--- src/rtl/onehot_stream_encoder.sv ---
// Sequential multi-hot to binary encoder: emits the index of every set line of an
// accepted vector, lowest first, one index per output handshake.
module onehot_stream_encoder #(
    parameter int N = 8,
    parameter int W = 3
) (
    input  logic         clk,
    input  logic         reset,
    input  logic         enable,
    input  logic         in_valid,
    output logic         in_ready,
    input  logic [N-1:0] in,
    output logic         out_valid,
    input  logic         out_ready,
    output logic [W-1:0] out,
    output logic         out_last,
    output logic         zero_pulse
);

    typedef enum logic {
        IDLE = 1'b0,
        SEND = 1'b1
    } state_t;

    state_t       state_q, state_d;
    logic [N-1:0] pend_q, pend_d;
    logic         zero_pulse_q, zero_pulse_d;
    logic [N-1:0] pend_rest;

    function automatic logic [W-1:0] lowest_index(input logic [N-1:0] v);
        logic [W-1:0] idx;
        idx = '0;
        for (int i = N - 1; i >= 0; i--) begin
            if (v[i]) idx = W'(i);
        end
        return idx;
    endfunction

    // Pending vector with its lowest set bit removed; zero means the current beat is the last.
    assign pend_rest  = pend_q & (pend_q - N'(1));

    assign in_ready   = enable && (state_q == IDLE);
    assign out_valid  = enable && (state_q == SEND);
    assign out        = lowest_index(pend_q);
    assign out_last   = out_valid && (pend_q != '0) && (pend_rest == '0);
    assign zero_pulse = zero_pulse_q;

    always_comb begin
        state_d      = state_q;
        pend_d       = pend_q;
        zero_pulse_d = 1'b0;
        if (in_valid && in_ready) begin
            if (in != '0) begin
                pend_d  = in;
                state_d = SEND;
            end else begin
                zero_pulse_d = 1'b1;
            end
        end
        if (out_valid && out_ready) begin
            pend_d = pend_rest;
            if (pend_rest == '0) state_d = IDLE;
        end
    end

    always_ff @(posedge clk) begin
        if (reset) begin
            state_q      <= IDLE;
            pend_q       <= '0;
            zero_pulse_q <= 1'b0;
        end else begin
            state_q      <= state_d;
            pend_q       <= pend_d;
            zero_pulse_q <= zero_pulse_d;
        end
    end

endmodule

--- config.mk ---
export PLATFORM = sky130hd
export DESIGN_NAME = onehot_stream_encoder
export DESIGN_NICKNAME = d
export VERILOG_FILES = /design/src/rtl/onehot_stream_encoder.sv
export SDC_FILE = /design/constraint.sdc
export NUM_CORES = 1
export LEC_CHECK = 0
export CORE_MARGIN = 2
export CORE_UTILIZATION = 48
export DETAILED_ROUTE_END_ITERATION = 10
export PLACE_DENSITY_LB_ADDON = 0.12
export SLEW_MARGIN = 5
export SYNTH_ARGS = -nofsm -noshare
export SYNTH_HDL_FRONTEND = slang
export SYNTH_SLANG_ARGS = --single-unit
--- constraint.sdc ---
create_clock -name clk -period 4.75 [get_ports clk]
set_clock_uncertainty 0.2 [all_clocks]
set_input_delay 0.95 -clock clk [delete_from_list [all_inputs] [get_ports clk]]
set_output_delay 0.95 -clock clk [all_outputs]
set_load 0.02 [all_outputs]
==> flow_summary.json, run 1 <==
{
  "outcome": "finished clean",
  "cts_root_buf": "clkbuf_4",
  "fp-row-count": 13,
  "drv_cap": 0,
  "wl_per_cell_um": 13.31,
  "drt_wl_total_um": 1437,
  "final_common_cell": "clkdlybuf4s50_1",
  "p_per_area_nw_per_um2": 253.2,
  "crit_path_end_kind": "output port",
  "grt_first_pass_wirelength_um": 2235,
  "tns_ns": 0,
  "slew_headroom_pct": 57.43,
  "drt_iter0_markers": 12,
  "regArea_um2": 200.2,
  "pre_cts_slack_ns": 1.124,
  "insertedDiodeCount": 0,
  "critPathMaxStageDelay_ns": 0.67,
  "holdCritPathClass": "register to register",
  "drtAntennaViolNets": 0,
  "fmax_mhz": 253.2,
  "reg2reg_from": "pend_q[0]",
  "n_fill_cell": 126,
  "r2r_slack_ns": 2.59,
  "worstSetupStartpoint": "pend_q[0]",
  "crit_required_ns": 3.60,
  "antenna_found_initial": 0,
  "syn_inst": 78,
  "holdBufCountCts": 0,
  "synth-seq-cells": 10,
  "period_needed_ns": 3.949,
  "die_height_um": 41.10,
  "setup_ws_ns": 0.8009,
  "final_cell_mix": "clkdlybuf4s50_1 (19), dfxtp_1 (10), a21oi_1 (7), nand2_1 (7), nor3_1 (5)",
  "dieArea_um2": 1689,
  "track_usage_pct": 20.56,
  "cts_sinks": 10,
  "dp.final_hpwl_um": 1080,
  "initial_core_util_pct": 50.77,
  "syn_to_final_growth_pct": 27.46,
  "synth.distinct_cells": 35,
  "grt-ovfl-total": 0,
  "die_w_um": 41.10,
  "fin_nets": 108,
  "period_share_pct": 83.14,
  "crit_chain": "or4_4 > a2111oi_4 > nor3_2 > a2111oi_1 > clkdlybuf4s50_1",
  "drive_gt1_share_pct": 8.602,
  "crit_arrival_ns": 2.80,
  "power.leakage_nw": 0.2936,
  "multi_input_area_um2": 399.1,
  "syn_area_per_cell_um2": 8.470,
  "crit_slowest_cell": "clkdlybuf4s50_1",
  "path_clk_slew_ns": 0.06,
  "cts_resized": 0,
  "synth_warnings": 0,
  "portBuffers": 19,
  "grt_pass1_vias": 541,
  "cts_tree": "done",
  "path_max_fanout": 10,
  "min_from": "pend_q[5]",
  "drc_errors": 0,
  "tightest_slew_ns": 0.6343,
  "vias": 646,
  "drtPass1Iterations": 4,
  "place_congestion": 0.6929,
  "path_delay_family": "compound AO/OA/AOI/OAI gates",
  "cp-start-kind": "register",
  "setup_viol": 0,
  "grt_max_degree": 11,
  "maxSlewViolCount": 0,
  "fp.coreArea_um2": 1301,
  "path_buf_inv": 1,
  "rsz0062_at_grt": "false",
  "vias_per_cell": 5.981,
  "cts_buffers": 3,
  "ys_seq_area_share_pct": 30.30,
  "ir_drop_mv": 0.1494,
  "syn_area_um2": 660.6,
  "htreeDepth": 1,
  "worst-setup-path-type": "register to output port",
  "clk_latency_ns": 0.25,
  "synth.net_count": 91,
  "post_cts_buffers": 0,
  "finalHoldViolCount": 0,
  "cts.path.max_buffers": 2,
  "ioPinCount": 20
}
[synthesized netlist by cell type, drive strengths merged]
master,count,area [um2]
nand3,1,5.000
clkbuf,2,7.510
o21ba,1,10.01
a2111oi,3,52.55
a211oi,2,15.01
a21oi,7,35.03
o21ai,2,10.00
nor3,6,35.03
maj3,1,10.01
o311ai,2,17.52
and3b,1,8.760
nor4,2,12.51
a32oi,2,17.52
xor2,1,8.760
o21a,1,7.510
nand2,7,26.28
o21bai,1,7.510
dfxtp,10,200.2
nor2,4,15.01
buf,5,42.53
inv,3,11.26
or4,5,41.29
and3,1,6.260
or3,1,6.260
o211ai,3,22.52
mux2i,1,10.01
nand2b,1,6.260
nor2b,2,12.51
[worst paths after layout]
kind	endpoint	depth (start not counted)
worst max-delay path	out_last	5
worst min-delay path	pend_q[5]	2
worst max register to register	pend_q[6]	4
worst min register to register	pend_q[5]	2
[state kept, by name, summed over array words and instances (netlist names)]
register / count
state_q: 1
zero_pulse: 1
pend_q: 8
[area by class of cell]
| type | count | share of cell area [%] |
|---|---|---|
| Inverter | 3 | 1.337 |
| Timing Repair Buffer | 19 | 22.59 |
| Sequential cell | 10 | 23.77 |
| Clock buffer | 3 | 2.675 |
| Multi-Input combinational cell | 58 | 47.40 |
| Tap cell | 15 | 2.229 |
[power by group]
group          switching [mW]  total [mW]  leakage, nW  internal (mW)
combinational          0.0285      0.0626        0.198         0.0341
clock                  0.0251      0.0541       0.0138         0.0291
sequential            0.00870      0.0965       0.0816         0.0878
total                  0.0622       0.213        0.294          0.151
[worst reg2reg max path: cells and delay by family (launching register included)]
kind	cells	cell delay, ns
simple gates	3	1.22
flops	1	0.40
compound gates	1	0.22
[cell families (layout without fill, tap and decap cells)]
family                     after synthesis  in the layout  synth area share [%]
and+or+nand+nor                         31             31                 26.52
buffers and inverters                   10             25                 9.279
adders and majority gates                1              1                 1.515
muxes                                    1              1                 1.515
xor gates and xnor gates                 1              1                 1.326
DFF                                     10             10                 30.30
AOI/OAI and AO/OA                       24             24                 29.54
[per-stage QoR]
| stage | hold WS [ns] | instance area [um2] | std cells | total power, mW | utilization [%] |
|---|---|---|---|---|---|
| final | 0.4169 | 842.1 | 108 | 0.2132 | 64.71 |
| after floorplan | 0.3561 | 660.6 | 78 | 0.1391 | - |
| after global placement | 0.4109 | 819.5 | 105 | 0.1594 | 62.98 |
| after detailed placement | 0.4112 | 819.5 | 105 | 0.1604 | 62.98 |
| after CTS | 0.4208 | 842.1 | 108 | 0.2145 | 64.71 |
| after global routing | 0.4524 | 842.1 | 108 | 0.2259 | 64.71 |
[routing by layer]
| layer | part of all wire (%) | GRT usage (%) |
|---|---|---|
| met1 | 48 | 25.73 |
| met2 | 46 | 32.81 |
| met3 | 4.3 | 2.174 |
| met4 | 1.7 | 13.71 |
| met5 | 0 | 0 |
Note: power is estimated with default switching activity, not from simulation.
==> run 2, diff against run 1 <==
- CORE_UTILIZATION: 48 -> 40
- clock period: 4.75 -> 3.5 ns (I/O delays scaled with it)
==> flow_summary.json, run 2 (synthesis gave the netlist of run 1 again) <==
{
  "p_per_area_nw_per_um2": 362.0,
  "outcome": "finished clean",
  "tns_ns": 0,
  "tightest_slew_ns": 0.6432,
  "drtPass1Iterations": 4,
  "regMostFlops": "pend_q",
  "fp.coreArea_um2": 1524,
  "ioPinCount": 20,
  "period_needed_ns": 3.235,
  "grt-ovfl-total": 0,
  "ir_drop_mv": 0.1826,
  "period_share_pct": 92.44,
  "initial_core_util_pct": 43.35,
  "cts_buffers": 3,
  "regArea_um2": 200.2,
  "worst-setup-path-type": "register to output port",
  "vias_per_cell": 5.566,
  "setup_viol": 0,
  "cts_tree": "done",
  "cts_sinks": 10,
  "final_cell_mix": "clkdlybuf4s50_1 (18), dfxtp_1 (10), a21oi_1 (7), nand2_1 (7), nor3_1 (5)",
  "worstSetupStartpoint": "pend_q[0]",
  "crit_required_ns": 2.60,
  "placed_cell_area_um2": 843.3,
  "rsz0062_at_grt": "false",
  "grt_pass1_vias": 550,
  "reg2reg_from": "pend_q[0]",
  "fp-row-count": 14,
  "die_w_um": 44.64,
  "crit_path_end_kind": "output port",
  "track_usage_pct": 16.36,
  "drc_errors": 0,
  "portBuffers": 19,
  "drive_gt1_share_pct": 12.37,
  "endpoint": "out_last",
  "final_common_cell": "clkdlybuf4s50_1",
  "finalHoldViolCount": 0,
  "holdCritPathClass": "register to register",
  "antenna_found_initial": 0,
  "drt_wl_total_um": 1466,
  "dieArea_um2": 1993,
  "multi_input_area_um2": 399.1,
  "grt_first_pass_wirelength_um": 2380,
  "drt_iter0_markers": 7,
  "post_cts_buffers": 0,
  "cts_resized": 1,
  "holdBufCountCts": 0,
  "r2r_slack_ns": 1.46,
  "wl_per_cell_um": 12.97,
  "htreeDepth": 1,
  "n_fill_cell": 155,
  "largest_register_ffs": 8,
  "path_clk_slew_ns": 0.06,
  "grt_max_degree": 11,
  "path_max_fanout": 7,
  "drv_cap": 0,
  "fmax_mhz": 309.1,
  "critPathMaxStageDelay_ns": 0.59,
  "crit_arrival_ns": 2.34,
  "fin_nets": 111,
  "clk_latency_ns": 0.26,
  "syn_to_final_growth_pct": 32.95,
  "drtAntennaViolNets": 0,
  "rr_endpoint": "pend_q[6]",
  "vias": 629,
  "dp.final_hpwl_um": 1139,
  "worstRegToRegCells": 4,
  "insertedDiodeCount": 0,
  "power.leakage_nw": 0.3215,
  "crit_slowest_cell": "or4_4",
  "cts.path.max_buffers": 2,
  "crit_chain": "or4_4 > a2111oi_4 > nor3_2 > a2111oi_1 > dlygate4sd2_1",
  "stdcell_area_um2": 878.3,
  "place_congestion": 0.7568,
  "die_height_um": 44.64,
  "slew_headroom_pct": 56.83,
  "maxSlewViolCount": 0,
  "cp-start-kind": "register",
  "cts_root_buf": "clkbuf_4"
}
==> run 2: changes by cell type in the layout (fill, tap and decap cells not counted), sizes merged <==
| cell | delta |
|---|---|
| clkdlybuf4s50 | -1 |
| clkbuf | +1 |
| dlygate4sd2 | +1 |
| buf | +3 |
==> run 2: cell type report <==
cell class                 instances  area share [%]
inverter                           3           1.282
clock buffer                       4           4.131
tap                               16           2.279
multi-input combinational         58           45.44
sequential                        10           22.79
timing repair buffer              22           24.07
==> run 2: how the worst min path moves through the flow <==
| stage | start | end | slack, ns | depth (start not counted) |
|---|---|---|---|---|
| global placement | state_q | state_q | 0.40 | 3 |
| CTS | state_q | state_q | 0.42 | 3 |
| floorplan | state_q | state_q | 0.36 | 3 |
| detailed placement | state_q | state_q | 0.41 | 3 |
| finish | state_q | state_q | 0.42 | 3 |
| global route | pend_q[7] | pend_q[7] | 0.45 | 2 |
==> run 2: per-stage QoR <==
stage	utilization, %	std cells	hold WS, ns	total power [mW]	setup slack (ns)
CTS	57.64	113	0.4183	0.3209	0.2451
global route	57.64	113	0.4494	0.3354	0.1177
floorplan	-	78	0.3561	0.1887	0.2341
global placement	55.34	109	0.4030	0.2195	0.2548
finish	57.64	113	0.4162	0.3179	0.2647
detailed placement	55.34	109	0.4069	0.2203	0.2134
==> run 2: layer usage <==
layer	up-vias	GRT usage (%)	part of all wire, %
li1	336	-	-
met1	269	22.89	48
met2	22	24.64	46
met3	2	2.449	5.2
met4	0	7.273	0.55
met5	-	0	0
==> run 2: critical path: cells and delay by family, from the launching register on <==
kind | cells | cell delay (ns)
compound gates | 2 | 0.72
buf+inv | 1 | 0.37
flops | 1 | 0.31
simple gates | 2 | 0.67
==> run 2: power by group <==
group	leakage (nW)	total [mW]	internal (mW)	switching (mW)
Combinational	0.219	0.0898	0.0481	0.0417
Clock	0.0210	0.100	0.0631	0.0374
Sequential	0.0816	0.128	0.119	0.00861
Total	0.322	0.318	0.230	0.0877
